**src/rtl/cacheline_adaptor.sv**
```systemverilog
// cacheline_adaptor: serves 256-bit cache line requests as BEATS x 64-bit DRAM bursts (optional ADAPTOR_WATCHDOG_EN stall watchdog).
// Latency: request sampled -> burst next cycle -> line_resp one cycle after the last beat (5 cycles minimum).
// Backpressure: burst_resp=0 stalls the current beat; the cache holds its request until the one-cycle line_resp.
module cacheline_adaptor #(
  parameter int BEATS    = 4,
  parameter int WD_LIMIT = 1023
) (
  input  logic                clk,
  input  logic                rst_n,
  input  logic [31:0]         line_address,
  input  logic                line_read,
  input  logic                line_write,
  input  logic [64*BEATS-1:0] line_wdata,
  output logic [64*BEATS-1:0] line_rdata,
  output logic                line_resp,
  output logic [31:0]         burst_address,
  output logic                burst_read,
  output logic                burst_write,
  output logic [63:0]         burst_wdata,
  input  logic [63:0]         burst_rdata,
  input  logic                burst_resp,
  output logic                wd_error
);
  localparam int CW = (BEATS > 1) ? $clog2(BEATS) : 1;
  localparam logic [1:0] IDLE = 2'd0;
  localparam logic [1:0] RD   = 2'd1;
  localparam logic [1:0] WR   = 2'd2;
  localparam logic [1:0] DONE = 2'd3;
  localparam logic [CW-1:0] LAST = CW'(BEATS - 1);

  logic [1:0]          state_q, state_d;
  logic [CW-1:0]       cnt_q, cnt_d;
  logic [31:0]         addr_q, addr_d;
  logic [64*BEATS-1:0] wline_q, wline_d;
  logic [64*BEATS-1:0] rline_q, rline_d;
  logic                timeout;
  logic [4:0]          unused_addr_lsb;

  assign unused_addr_lsb = line_address[4:0];

  always_comb begin
    state_d = state_q;
    cnt_d   = cnt_q;
    addr_d  = addr_q;
    wline_d = wline_q;
    rline_d = rline_q;
    case (state_q)
      IDLE: begin
        // Read has priority; a held write is picked up after the read's DONE.
        if (line_read) begin
          addr_d  = {line_address[31:5], 5'b0};
          state_d = RD;
        end else if (line_write) begin
          addr_d  = {line_address[31:5], 5'b0};
          wline_d = line_wdata;
          state_d = WR;
        end
      end
      RD: begin
        if (burst_resp) begin
          rline_d[64*cnt_q +: 64] = burst_rdata;
          cnt_d = (cnt_q == LAST) ? '0 : cnt_q + 1'b1;
          if (cnt_q == LAST) state_d = DONE;
        end
      end
      WR: begin
        if (burst_resp) begin
          cnt_d = (cnt_q == LAST) ? '0 : cnt_q + 1'b1;
          if (cnt_q == LAST) state_d = DONE;
        end
      end
      DONE: begin
        state_d = IDLE;
        cnt_d   = '0;
      end
      default: state_d = IDLE;
    endcase
    if (timeout) begin
      state_d = DONE;
      cnt_d   = '0;
    end
  end

  always_ff @(posedge clk or negedge rst_n) begin
    if (!rst_n) begin
      state_q <= IDLE;
      cnt_q   <= '0;
      addr_q  <= '0;
      wline_q <= '0;
      rline_q <= '0;
    end else begin
      state_q <= state_d;
      cnt_q   <= cnt_d;
      addr_q  <= addr_d;
      wline_q <= wline_d;
      rline_q <= rline_d;
    end
  end

  assign line_rdata    = rline_q;
  assign line_resp     = (state_q == DONE);
  assign burst_address = addr_q;
  assign burst_read    = (state_q == RD);
  assign burst_write   = (state_q == WR);
  assign burst_wdata   = (state_q == WR) ? wline_q[64*cnt_q +: 64] : 64'd0;

`ifdef ADAPTOR_WATCHDOG_EN
  localparam int WW = $clog2(WD_LIMIT + 1);

  logic [WW-1:0] wd_cnt_q, wd_cnt_d;
  logic          wd_err_q;
  logic          busy;

  assign busy    = (state_q == RD) || (state_q == WR);
  assign timeout = busy && (wd_cnt_q == WW'(WD_LIMIT));

  // Counter idles at zero, so entry into RD/WR always starts a fresh window.
  always_comb begin
    wd_cnt_d = '0;
    if (busy && !burst_resp && !timeout) wd_cnt_d = wd_cnt_q + 1'b1;
  end

  always_ff @(posedge clk or negedge rst_n) begin
    if (!rst_n) begin
      wd_cnt_q <= '0;
      wd_err_q <= 1'b0;
    end else begin
      wd_cnt_q <= wd_cnt_d;
      wd_err_q <= wd_err_q | timeout;
    end
  end

  assign wd_error = wd_err_q;
`else
  logic [31:0] unused_wd_limit;

  assign unused_wd_limit = WD_LIMIT;
  assign timeout         = 1'b0;
  assign wd_error        = 1'b0;
`endif

endmodule

```
**config.mk**
```make
export PLATFORM = sky130hd
export DESIGN_NAME = cacheline_adaptor
export DESIGN_NICKNAME = d
export VERILOG_FILES = /design/src/rtl/cacheline_adaptor.sv
export SDC_FILE = /design/constraint.sdc
export NUM_CORES = 1
export LEC_CHECK = 0
export ABC_CLOCK_PERIOD_IN_PS = 5480
export BUFFER_PORTS_ARGS = -buffer_cell sky130_fd_sc_hd__buf_2
export CORE_AREA = 5 5 271 273
export CTS_CLUSTER_DIAMETER = 50
export DETAILED_ROUTE_END_ITERATION = 16
export DIE_AREA = 0 0 276 278
export GPL_TIMING_DRIVEN = 1
export MAX_ROUTING_LAYER = met4
export PLACE_DENSITY = 0.55
export SYNTH_ARGS = -nofsm -noshare
export SYNTH_HDL_FRONTEND = slang
export SYNTH_SLANG_ARGS = --single-unit
```
**constraint.sdc**
```tcl
create_clock -name clk -period 5.48 [get_ports clk]
set_input_delay 0.274 -clock clk [delete_from_list [all_inputs] [get_ports clk]]
set_output_delay 0.274 -clock clk [all_outputs]
set_load 0.01 [all_outputs]
```
==> results of run 1 <==
[stage by stage]
| stage | hold slack, ns | instance area, um^2 | utilization |
|---|---|---|---|
| final | 0.0774 | 32500 | 0.459 |
| after global routing | 0.0514 | 32500 | 0.459 |
| after CTS | 0.0214 | 32500 | 0.458 |
| after detailed placement | 0.401 | 26400 | 0.373 |
| after global placement | 0.386 | 26400 | 0.373 |
| after floorplan | -0.0216 | 22100 | - |
[final timing paths]
check,from,endpoint,cells after the start
max in group asynchronous,rst_n,line_rdata[142],3
min,line_read,state_q[1],4
min in group asynchronous,rst_n,wline_q[208],2
min reg2reg,line_rdata[217],line_rdata[217],2
max,cnt_q[0],burst_wdata[63],4
max reg2reg,cnt_q[0],line_rdata[43],6
[cell usage after synthesis]
library cell | n | area (um^2)
nor4_4 | 2 | 42.5
buf_6 | 10 | 113
nand3b_1 | 2 | 15.0
and3_1 | 1 | 6.26
nand3_2 | 1 | 10.0
clkbuf_1 | 43 | 161
buf_1 | 4 | 15.0
and4b_1 | 1 | 10.0
dfrtp_1 | 543 | 13600
a22oi_1 | 1 | 7.51
conb_1 | 1 | 3.75
nor3_2 | 1 | 10.0
nand2_1 | 102 | 383
mux4_2 | 64 | 1440
nand3_1 | 4 | 20.0
buf_4 | 9 | 67.6
mux2_2 | 283 | 3190
nand2b_2 | 1 | 8.76
nor4b_2 | 1 | 15.0
o21ai_1 | 10 | 50.1
o21ai_0 | 40 | 200
mux2i_1 | 4 | 40.0
ha_1 | 11 | 138
inv_1 | 4 | 15.0
a22o_1 | 209 | 1830
nor2_1 | 4 | 15.0
and2_1 | 64 | 400
buf_2 | 50 | 250
o21ai_2 | 1 | 8.76
[flip-flops by register name, indices dropped and copies added, names as in the netlist]
register / count
line_rdata: 256
wline_q: 256
burst_address: 27
cnt_q: 2
state_q: 2
[power by group through the flow]
| stage | Sequential, mW | Combinational (mW) | Clock [mW] |
|---|---|---|---|
| finish | 6.18 | 4.65 | 4.93 |
| detailed placement | 6.23 | 4.48 | 0 |
| CTS | 6.16 | 4.71 | 5.05 |
| global placement | 6.14 | 4.39 | 0 |
| floorplan | 6.09 | 2.85 | 0 |
| global route | 6.33 | 5.04 | 5.22 |
[per-layer routing]
layer / track usage / vias to the layer above / routed length [um]
met2: 0.324 / 670 / 37200
met5: - / - / 0
li1: - / 7489 / -
met3: 0.0564 / 152 / 5480
met1: 0.225 / 8624 / 29100
met4: 0.0722 / 0 / 2870
[cell families (layout without fill, tap and decap cells)]
logic type,after synthesis,count (layout),share of synthesized area
buf+inv,120,1206,0.0282
mux,351,351,0.212
flops,543,543,0.616
simple gates,184,184,0.0424
other cells,1,17,0.000170
compound gates,261,261,0.0951
fa+ha+maj,11,11,0.00624
[cell type report]
| class | count | share of cell area |
|---|---|---|
| antenna | 11 | 0.000847 |
| sequential | 543 | 0.418 |
| multi-input combinational | 813 | 0.243 |
| tap | 950 | 0.0366 |
| timing repair buffer | 1069 | 0.222 |
| clock buffer | 100 | 0.0652 |
| inverter | 4 | 0.000462 |
| clock inverter | 33 | 0.0138 |
[what timing repair did]
item / 4_1_cts / 5_1_grt
buffers inserted: 0 / 0
hold endpoints to repair: 625 / 0
hold buffers: 348 / 0
[tightest hold or removal path: cells and delay by family]
kind / cells / cell delay [ns]
buf+inv: 1 / 0.13
compound gates: 1 / 0.07
simple gates: 1 / 0.06
mux: 1 / 0.07
==> out/results.tsv, run 1 <==
stage	metric	value	unit
power	power	15.8	mW
sta	min_period	3.63	ns
final_layout	layout_common_cells	700 x buf_2, 541 x dfrtp_1, 348 x dlygate4sd3_1, 283 x mux2_2, 209 x a22o_1	
final_layout	syn2layout_area_growth	47.4	%
floorplanning	core	0.0709	mm^2
power	ir_drop	0.000277	V
sta	worst_slew_pin_slew	1.15	ns
detailed_routing	drc	0	
cts	clock_path_buffers	3	
sta	slew_headroom	0.230	
detailed_routing	viasPerCell	4.81	
placed_design	dp_slack	1.98	ns
cts	cts_made_buffers	73	
sta	max_freq	275	MHz
worst_setup_path	slowest_delay	0.88	ns
synth	synth_cells	1471	
power	power_switching	4.74	mW
global_routing	grt_max_degree	150	
cts	clock_sinks	543	
worst_setup_path	crit_chain	buf_4 > mux4_2 > and2_1 > buf_2	
cts	htreeDepth	3	
sta	setup_tns	0	ns
sta	skew	0.0311	ns
detailed_routing	drtPass1Iterations	5	
floorplanning	ioPinCount	713	
synth	mappedNetlistArea	0.0221	mm^2
job	max_cap_violations	0	
power	p_comb_frac	0.295	
power	p_int	11.0	mW
power	pwr-share-clk	0.313	
cts	cts_tree	yes	
placed_design	dpl.hpwl	50300	um
global_routing	grt_pass1_vias	18700	
synth	synth.distinct_cells	29	
global_routing	track_usage	0.194	
outcome	status	finished clean	
worst_setup_path	cp_top_family	buffers and inverters	
power	powerDensity	485	mW/mm^2
final_layout	multi_input_area	0.00791	mm^2
worst_setup_path	critPathSlowestCell	dfrtp_4	
worst_setup_path	endpoint_kind	output pin	
detailed_routing	ant_nets	0	
worst_setup_path	rrSetupSlack	2.00	ns
sta	finalSetupViolations	0	
power	p_seq_frac	0.392	
synth	seq_area_frac_synth	0.616	
sta	layout_setup_ws	1.85	ns
final_layout	ff_latch_area	0.0136	mm^2
detailed_routing	drt_iter0_drc	880	
floorplanning	start_util	0.311	
worst_setup_path	path_buf_inv	2	
final_layout	num-fill-cells	6418	
power	p_sw_frac	0.301	
detailed_routing	wire_per_inst	21.2	um
placed_design	placedCellCount	3031	
floorplanning	num_rows	98	
detailed_routing	vias	16900	
sta	drv_slew	0	
global_routing	grt_pass1_wl	115000	um
final_layout	num-nets-final	2872	
placed_design	gp_congestion	0.867	
cts	cts_root_buffer	clkbuf_16	
synth	ys_ff_latch	543	
final_layout	drive_gt1_frac	0.470	
final_layout	instances_no_fill	3523	
sta	fin_crit_sh	0.663	
final_layout	final_common_cell	buf_2	
sta	grt_setup_unrepaired	false	
cts	clk_pin_slew_worst_paths	0.05	ns
power	p_leak	15.9	nW
detailed_routing	wl	74600	um
floorplanning	die_w	276	um
worst_setup_path	path_class	flop to output pin	
worst_setup_path	cp_max_fo	41	
global_routing	grt.overflow.total	0	
synth	postSynthAreaPerCell	15.0	um^2
cts	clk_latency	0.60	ns
synth	ys_warn_count	0	
global_routing	antenna_found_initial	12	
hold_path	hp-class	input pin to flop	
worst_setup_path	crit_required	5.21	ns
floorplanning	dieArea	0.0767	mm^2
placed_design	numPortBuffers	701	
floorplanning	die_height	278	um
cts	cts_resized	0	
worst_setup_path	cp.arrival	3.36	ns
worst_setup_path	cp-start-kind	flop	
sta	hold_viol	0	
(Power assumes the default switching activity.)
==> inputs of run 2 (changes only) <==
--- a/config.mk
+++ b/config.mk
@@ -5,7 +5,7 @@
 export SDC_FILE = /design/constraint.sdc
 export NUM_CORES = 1
 export LEC_CHECK = 0
-export ABC_CLOCK_PERIOD_IN_PS = 5480
+export ABC_CLOCK_PERIOD_IN_PS = 3100
 export BUFFER_PORTS_ARGS = -buffer_cell sky130_fd_sc_hd__buf_2
 export CORE_AREA = 5 5 271 273
 export CTS_CLUSTER_DIAMETER = 50
@@ -13,7 +13,7 @@
 export DIE_AREA = 0 0 276 278
 export GPL_TIMING_DRIVEN = 1
 export MAX_ROUTING_LAYER = met4
-export PLACE_DENSITY = 0.55
+export PLACE_DENSITY = 0.57
 export SYNTH_ARGS = -nofsm -noshare
 export SYNTH_HDL_FRONTEND = slang
 export SYNTH_SLANG_ARGS = --single-unit
==> constraint.sdc (replaced) <==
create_clock -name clk -period 3.1 [get_ports clk]
set_input_delay 0.155 -clock clk [delete_from_list [all_inputs] [get_ports clk]]
set_output_delay 0.155 -clock clk [all_outputs]
set_load 0.01 [all_outputs]
==> out/results.tsv, run 2 (synthesized netlist as in run 1, its figures left out) <==
stage	metric	value	unit	change
floorplanning	num_rows	98		unchanged
floorplanning	core	0.0709	mm^2	unchanged
worst_setup_path	path_class	flop to output pin		
detailed_routing	drt_iter0_drc	902		+2.5%
sta	drv_slew	0		unchanged
worst_setup_path	rrSetupSlack	0.77	ns	-1.23 ns
sta	worst_slew_pin_slew	0.933	ns	-0.214 ns
global_routing	grt.overflow.total	0		unchanged
global_routing	grt_pass1_vias	19100		+2.5%
detailed_routing	routed.top_layer	met4		
detailed_routing	wl_met1	29000	um	-0.36%
worst_setup_path	crit_required	2.94	ns	-2.27 ns
outcome	status	finished clean		
sta	min_period	2.76	ns	
sta	setup_tns	0	ns	unchanged
power	power_switching	8.45	mW	+78%
power	p_sw_frac	0.301		about the same
sta	slew_headroom	0.378		+0.148
power	p_int	19.6	mW	+78%
sta	max_freq	362	MHz	
detailed_routing	viasPerCell	4.82		+0.28%
sta	finalSetupViolations	0		unchanged
cts	htreeDepth	3		unchanged
floorplanning	start_util	0.311		unchanged
final_layout	layout_common_cells	700 x buf_2, 541 x dfrtp_1, 349 x dlygate4sd3_1, 283 x mux2_2, 209 x a22o_1		
worst_setup_path	crit_chain	buf_12 > mux4_2 > and2_1 > buf_2		
placed_design	numPortBuffers	701		unchanged
placed_design	dpl.hpwl	51800	um	+2.8%
final_layout	drive_gt1_frac	0.475		+0.00440
worst_setup_path	cp_max_fo	72		+76%
power	p_seq_frac	0.385		-0.007
cts	clock_path_buffers	3		unchanged
worst_setup_path	cp-start-kind	flop		
global_routing	grt_max_degree	99		-34%
detailed_routing	wl_met3	6350	um	+16%
final_layout	final_common_cell	buf_2		
worst_setup_path	cp.arrival	2.61	ns	-0.75 ns
worst_setup_path	cp_top_family	multiplexers		
global_routing	track_usage	0.197		+0.00229
global_routing	antenna_found_initial	14		+2
cts	cts_root_buffer	clkbuf_16		
cts	clock_sinks	543		unchanged
cts	clk_latency	0.60	ns	about the same
worst_setup_path	ff2ff_path_depth	6		unchanged
cts	clk_pin_slew_worst_paths	0.06	ns	about the same
sta	skew	0.0243	ns	-0.00674 ns
detailed_routing	wl_met2	36900	um	-0.64%
sta	grt_setup_unrepaired	false		
floorplanning	ioPinCount	713		unchanged
worst_setup_path	slowest_delay	0.65	ns	-0.23 ns
sta	fin_crit_sh	0.892		
floorplanning	die_w	276	um	unchanged
worst_setup_path	path_buf_inv	2		unchanged
floorplanning	die_height	278	um	unchanged
cts	cts_tree	yes		
hold_path	worstHoldPathCells	3		-1
detailed_routing	ant_nets	0		unchanged
detailed_routing	wire_per_inst	21.2	um	about the same
floorplanning	dieArea	0.0767	mm^2	unchanged
detailed_routing	vias	17100		+1.3%
power	powerDensity	852	mW/mm^2	+76%
worst_setup_path	reg2reg_to	line_rdata[21]		
worst_setup_path	critical_path_cell_count	4		unchanged
final_layout	syn2layout_area_growth	49.6	%	
worst_setup_path	critPathSlowestCell	mux4_2		
job	max_cap_violations	0		unchanged
placed_design	gp_congestion	0.864		-0.39%
hold_path	whs_endpoint	burst_address[10]		
detailed_routing	drc	0		unchanged
hold_path	hp-start	line_write		
final_layout	num-nets-final	2903		+1.1%
power	pwr-share-clk	0.312		about the same
power	ir_drop	0.000577	V	+110%
global_routing	grt_pass1_wl	116000	um	+1.4%
power	p_leak	16.1	nW	+1.3%
sta	hold_viol	0		unchanged
detailed_routing	wl	75300	um	+0.96%
worst_setup_path	r2r_start	cnt_q[0]		
power	p_comb_frac	0.303		+0.008
detailed_routing	drtPass1Iterations	5		unchanged
final_layout	final_util	0.466		+0.00683
cts	cts_made_buffers	72		-1.4%
worst_setup_path	endpoint_kind	output pin		
hold_path	hp-class	input pin to flop		
-- run 2: power groups by stage --
stage	logic (mW)	clock network, mW	registers (mW)
after detailed placement	8.22	0	10.9
after global placement	8.06	0	10.7
after global routing	9.21	9.30	11.1
after floorplan	5.03	0	10.8
final	8.52	8.76	10.8
after CTS	8.63	8.97	10.8
-- run 2: repair_timing --
action	in CTS	in global routing
hold buffers	349	0
resized for setup	0	0
buffers inserted	0	0
hold endpoints to repair	621	0
-- run 2: worst min-delay path: cells and delay by family --
family,cells,cell delay [ns]
compound gates,1,0.10
mux,1,0.23
buf+inv,1,0.13
-- run 2: area by class of cell --
cell class / instances / area (um^2)
sequential: 543 / 13600
timing repair buffer: 1101 / 7670
inverter: 4 / 15.0
antenna: 14 / 35.0
tap: 950 / 1190
fill: 6378 / 37900
clock buffer: 96 / 2000
multi-input combinational: 813 / 7910
clock inverter: 36 / 576
-- run 2: per-layer routing --
| metal | vias to the layer above | GRT usage |
|---|---|---|
| met5 | - | - |
| met4 | 0 | 0.0765 |
| li1 | 7550 | - |
| met1 | 8698 | 0.226 |
| met3 | 138 | 0.0632 |
| met2 | 761 | 0.323 |
-- run 2: per-stage QoR --
| step | setup WS [ns] | instance area [um^2] | cells | hold slack [ns] | total power, mW |
|---|---|---|---|---|---|
| after floorplan | 0.641 | 22100 | 1476 | -0.141 | 15.8 |
| after global placement | 0.794 | 26900 | 3062 | 0.291 | 18.8 |
| after detailed placement | 0.779 | 26900 | 3062 | 0.308 | 19.1 |
| after CTS | 0.266 | 33000 | 3543 | 0.0225 | 28.4 |
| after global routing | 0.212 | 33000 | 3557 | 0.0442 | 29.6 |
| final | 0.336 | 33000 | 3557 | 0.0663 | 28.1 |
-- run 2: worst max-delay path by stage --
stage	start	end	slack, ns
2_1_floorplan	cnt_q[1]	line_rdata[254]	0.64
3_3_place_gp	cnt_q[0]	line_rdata[23]	0.79
3_5_place_dp	cnt_q[0]	line_rdata[21]	0.78
4_1_cts	cnt_q[0]	burst_wdata[29]	0.27
5_1_grt	cnt_q[0]	burst_wdata[29]	0.21
6_report	cnt_q[0]	burst_wdata[29]	0.34
==> inputs of run 3 (changes only) <==
==> config.mk (replaced) <==
export PLATFORM = sky130hd
export DESIGN_NAME = cacheline_adaptor
export DESIGN_NICKNAME = d
export VERILOG_FILES = /design/src/rtl/cacheline_adaptor.sv
export SDC_FILE = /design/constraint.sdc
export NUM_CORES = 1
export LEC_CHECK = 0
export ABC_AREA = 1
export ABC_CLOCK_PERIOD_IN_PS = 3100
export BUFFER_PORTS_ARGS = -buffer_cell sky130_fd_sc_hd__buf_2
export CORE_AREA = 5 5 273 275
export CTS_CLUSTER_DIAMETER = 50
export DETAILED_ROUTE_END_ITERATION = 16
export DIE_AREA = 0 0 278 280
export GPL_TIMING_DRIVEN = 1
export MAX_ROUTING_LAYER = met4
export PLACE_DENSITY = 0.59
export SLEW_MARGIN = 20
export SYNTH_ARGS = -nofsm -noshare
export SYNTH_HDL_FRONTEND = slang
export SYNTH_SLANG_ARGS = --single-unit
==> out/results.tsv, run 3 <==
stage	metric	value	unit	change
global_routing	antenna_found_initial	7		-7
placed_design	place_area	0.0282	mm^2	+5.1%
detailed_routing	wire_per_inst	17.5	um	-17%
final_layout	final_util	0.474		+0.00876
floorplanning	die_w	278	um	+0.72%
final_layout	num-nets-final	4279		+47%
power	power	30.3	mW	+7.7%
detailed_routing	ant_nets	0		unchanged
final_layout	num-fill-cells	6943		+8.9%
floorplanning	dieArea	0.0778	mm^2	+1.4%
global_routing	grt_max_degree	129		+30%
floorplanning	core	0.0721	mm^2	+1.7%
synth	postSynthAreaPerCell	8.17	um^2	-46%
synth	ys_ff_latch	543		unchanged
synth	seq_area_frac_synth	0.571		-0.0456
placed_design	gp_congestion	0.878		+1.6%
synth	synth.distinct_cells	27		-6.9%
worst_setup_path	path_class	flop to flop		
cts	htreeDepth	3		unchanged
worst_setup_path	cp_max_fo	66		-8.3%
placed_design	placedCellCount	4444		+45%
global_routing	grt_pass1_wl	134000	um	+15%
worst_setup_path	crit_required	3.62	ns	+0.68 ns
cts	cts_tree	yes		
global_routing	track_usage	0.221		+0.0240
worst_setup_path	cp.arrival	3.37	ns	+0.76 ns
synth	yosysTopAreaCell	dfrtp_1		
outcome	status	finished clean		
cts	clk_pin_slew_worst_paths	0.05	ns	about the same
synth	synthDominantCellAreaShare	0.571		-0.0456
final_layout	ff_latch_area	0.0136	mm^2	about the same
final_layout	layout_common_cells	807 x nand2_1, 700 x buf_2, 541 x dfrtp_1, 353 x dlygate4sd3_1, 352 x inv_1		
cts	clock_path_buffers	3		unchanged
final_layout	final_common_cell	nand2_1		
floorplanning	die_height	280	um	+0.72%
synth	synthTopCellsByCount	807 x nand2_1, 543 x dfrtp_1, 353 x inv_1		
sta	hold_viol	0		unchanged
global_routing	grt_pass1_vias	23200		+21%
detailed_routing	drc	0		unchanged
job	max_cap_violations	0		unchanged
floorplanning	start_util	0.330		+0.0192
sta	setup_tns	0	ns	unchanged
placed_design	numPortBuffers	701		unchanged
detailed_routing	wl	86500	um	+15%
sta	min_period	2.85	ns	+0.0854 ns
worst_setup_path	cp-start-kind	flop		
synth	synth_edf_count	0		unchanged
detailed_routing	drt_iter0_drc	1522		+69%
cts	postCtsSetupBuffers	0		unchanged
hold_path	hp-class	input pin to asynchronous set/reset pin		
cts	cts_made_buffers	71		-1.4%
placed_design	dp_slack	0.850	ns	+0.0705 ns
synth	synthArstFlopShare	1.00		unchanged
sta	worst_slew_pin_slew	0.982	ns	+0.0497 ns
sta	max_freq	351	MHz	-3.0%
cts	clock_sinks	543		unchanged
sta	slew_headroom	0.345		-0.0332
floorplanning	ioPinCount	713		unchanged
final_layout	fin_area	0.0342	mm^2	+3.6%
synth	synth_cells	2915		+98%
sta	fin_crit_sh	0.919		+0.0275
detailed_routing	drtPass1Iterations	7		+2
final_layout	drive_gt1_frac	0.223		-0.252
sta	drv_slew	0		unchanged
final_layout	syn2layout_area_growth	43.6	%	
synth	ys.flop_type	dfrtp_1		
synth	mappedNetlistArea	0.0238	mm^2	+8.0%
floorplanning	num_rows	99		+1.0%
cts	cts_root_buffer	clkbuf_16		
placed_design	dpl.hpwl	56500	um	+9.2%
worst_setup_path	endpoint_kind	flop		
synth	synth.area.top_cells	dfrtp_1 57%, nand2_1 13%, a21oi_1 6.7%, inv_1 5.6%, nor2_1 5.1%		
sta	skew	0.0247	ns	+0.000353 ns
sta	finalSetupViolations	0		unchanged
global_routing	grt.overflow.total	0		unchanged
power	ir_drop	0.000571	V	-0.99%
sta	layout_setup_ws	0.250	ns	-0.0854 ns
final_layout	multi_input_area	0.00793	mm^2	+0.25%
worst_setup_path	rrSetupSlack	0.25	ns	-0.52 ns
sta	holdWs	0.163	ns	+0.0966 ns
synth	yosysMostFrequentCell	nand2_1		
cts	clk_latency	0.60	ns	about the same
power	p_leak	18.4	nW	+15%
sta	grt_setup_unrepaired	false		
detailed_routing	viasPerCell	4.69		-2.6%
detailed_routing	vias	23100		+35%
final_layout	instances_no_fill	4928		+39%
power	powerDensity	885	mW/mm^2	+3.9%
synth	ys_warn_count	0		unchanged
run 3: cell count changes in the layout (fill, tap and decap cells not counted), sizes merged, moves of 5 or more:
cell / change
a21oi: +320
a22o: -209
and2: -64
diode: -5
inv: +354
mux2: -283
mux4: -64
nand2: +710
nand3: +128
nor2: +320
o21ai: +174
run 3: final timing paths:
path,start,to,cells after the start
max reg2reg,cnt_q[0],state_q[1],8
min reg2reg,line_rdata[171],line_rdata[171],2
max in group asynchronous,rst_n,wline_q[47],4
min,rst_n,wline_q[234],2
min in group clk,line_wdata[108],wline_q[108],4
max,cnt_q[0],state_q[1],8
run 3: cell families after synthesis:
| kind of cell | count (synthesis) | synth area share |
|---|---|---|
| AO/OA/AOI/OAI | 545 | 0.115 |
| adder cells (fa/ha/maj) | 11 | 0.00578 |
| buffers and inverters | 543 | 0.0980 |
| flip-flops | 543 | 0.571 |
| other | 1 | 0.000157 |
| AND/OR/NAND/NOR | 1272 | 0.211 |
run 3: critical path, stage by stage (launching register included):
cell and delay (ns):
dfrtp_4 0.46, buf_4 0.64, ha_1 0.29, nand2_1 0.06, nand2_1 0.09, nand3_1 0.08, dlygate4sd3_1 0.55, nand2_1 0.06
dlygate4sd3_1 0.54
run 3: layer usage:
| layer | routed length, um | vias to the layer above | GRT usage |
|---|---|---|---|
| met2 | 41000 | 891 | 0.359 |
| met1 | 36000 | 11000 | 0.277 |
| li1 | - | 11000 | - |
| met4 | 3050 | 0 | 0.0781 |
| met3 | 6380 | 182 | 0.0439 |
| met5 | 0 | - | - |
run 3: what timing repair did:
action | CTS | global route
hold buffers | 353 | 0
hold endpoints to repair | 598 | 0
resized for setup | 0 | 0
run 3: area by class of cell:
type	instances	share of cell area
timing repair buffer	1104	0.226
inverter	357	0.0393
clock buffer	93	0.0576
sequential	543	0.398
antenna	9	0.000659
multi-input combinational	1834	0.232
tap	959	0.0351
clock inverter	29	0.0122
run 3: power breakdown:
group / internal (mW) / switching, mW / total [mW]
combinational: 3.91 / 7.27 / 11.2
sequential: 9.68 / 0.985 / 10.7
clock: 5.17 / 3.24 / 8.41
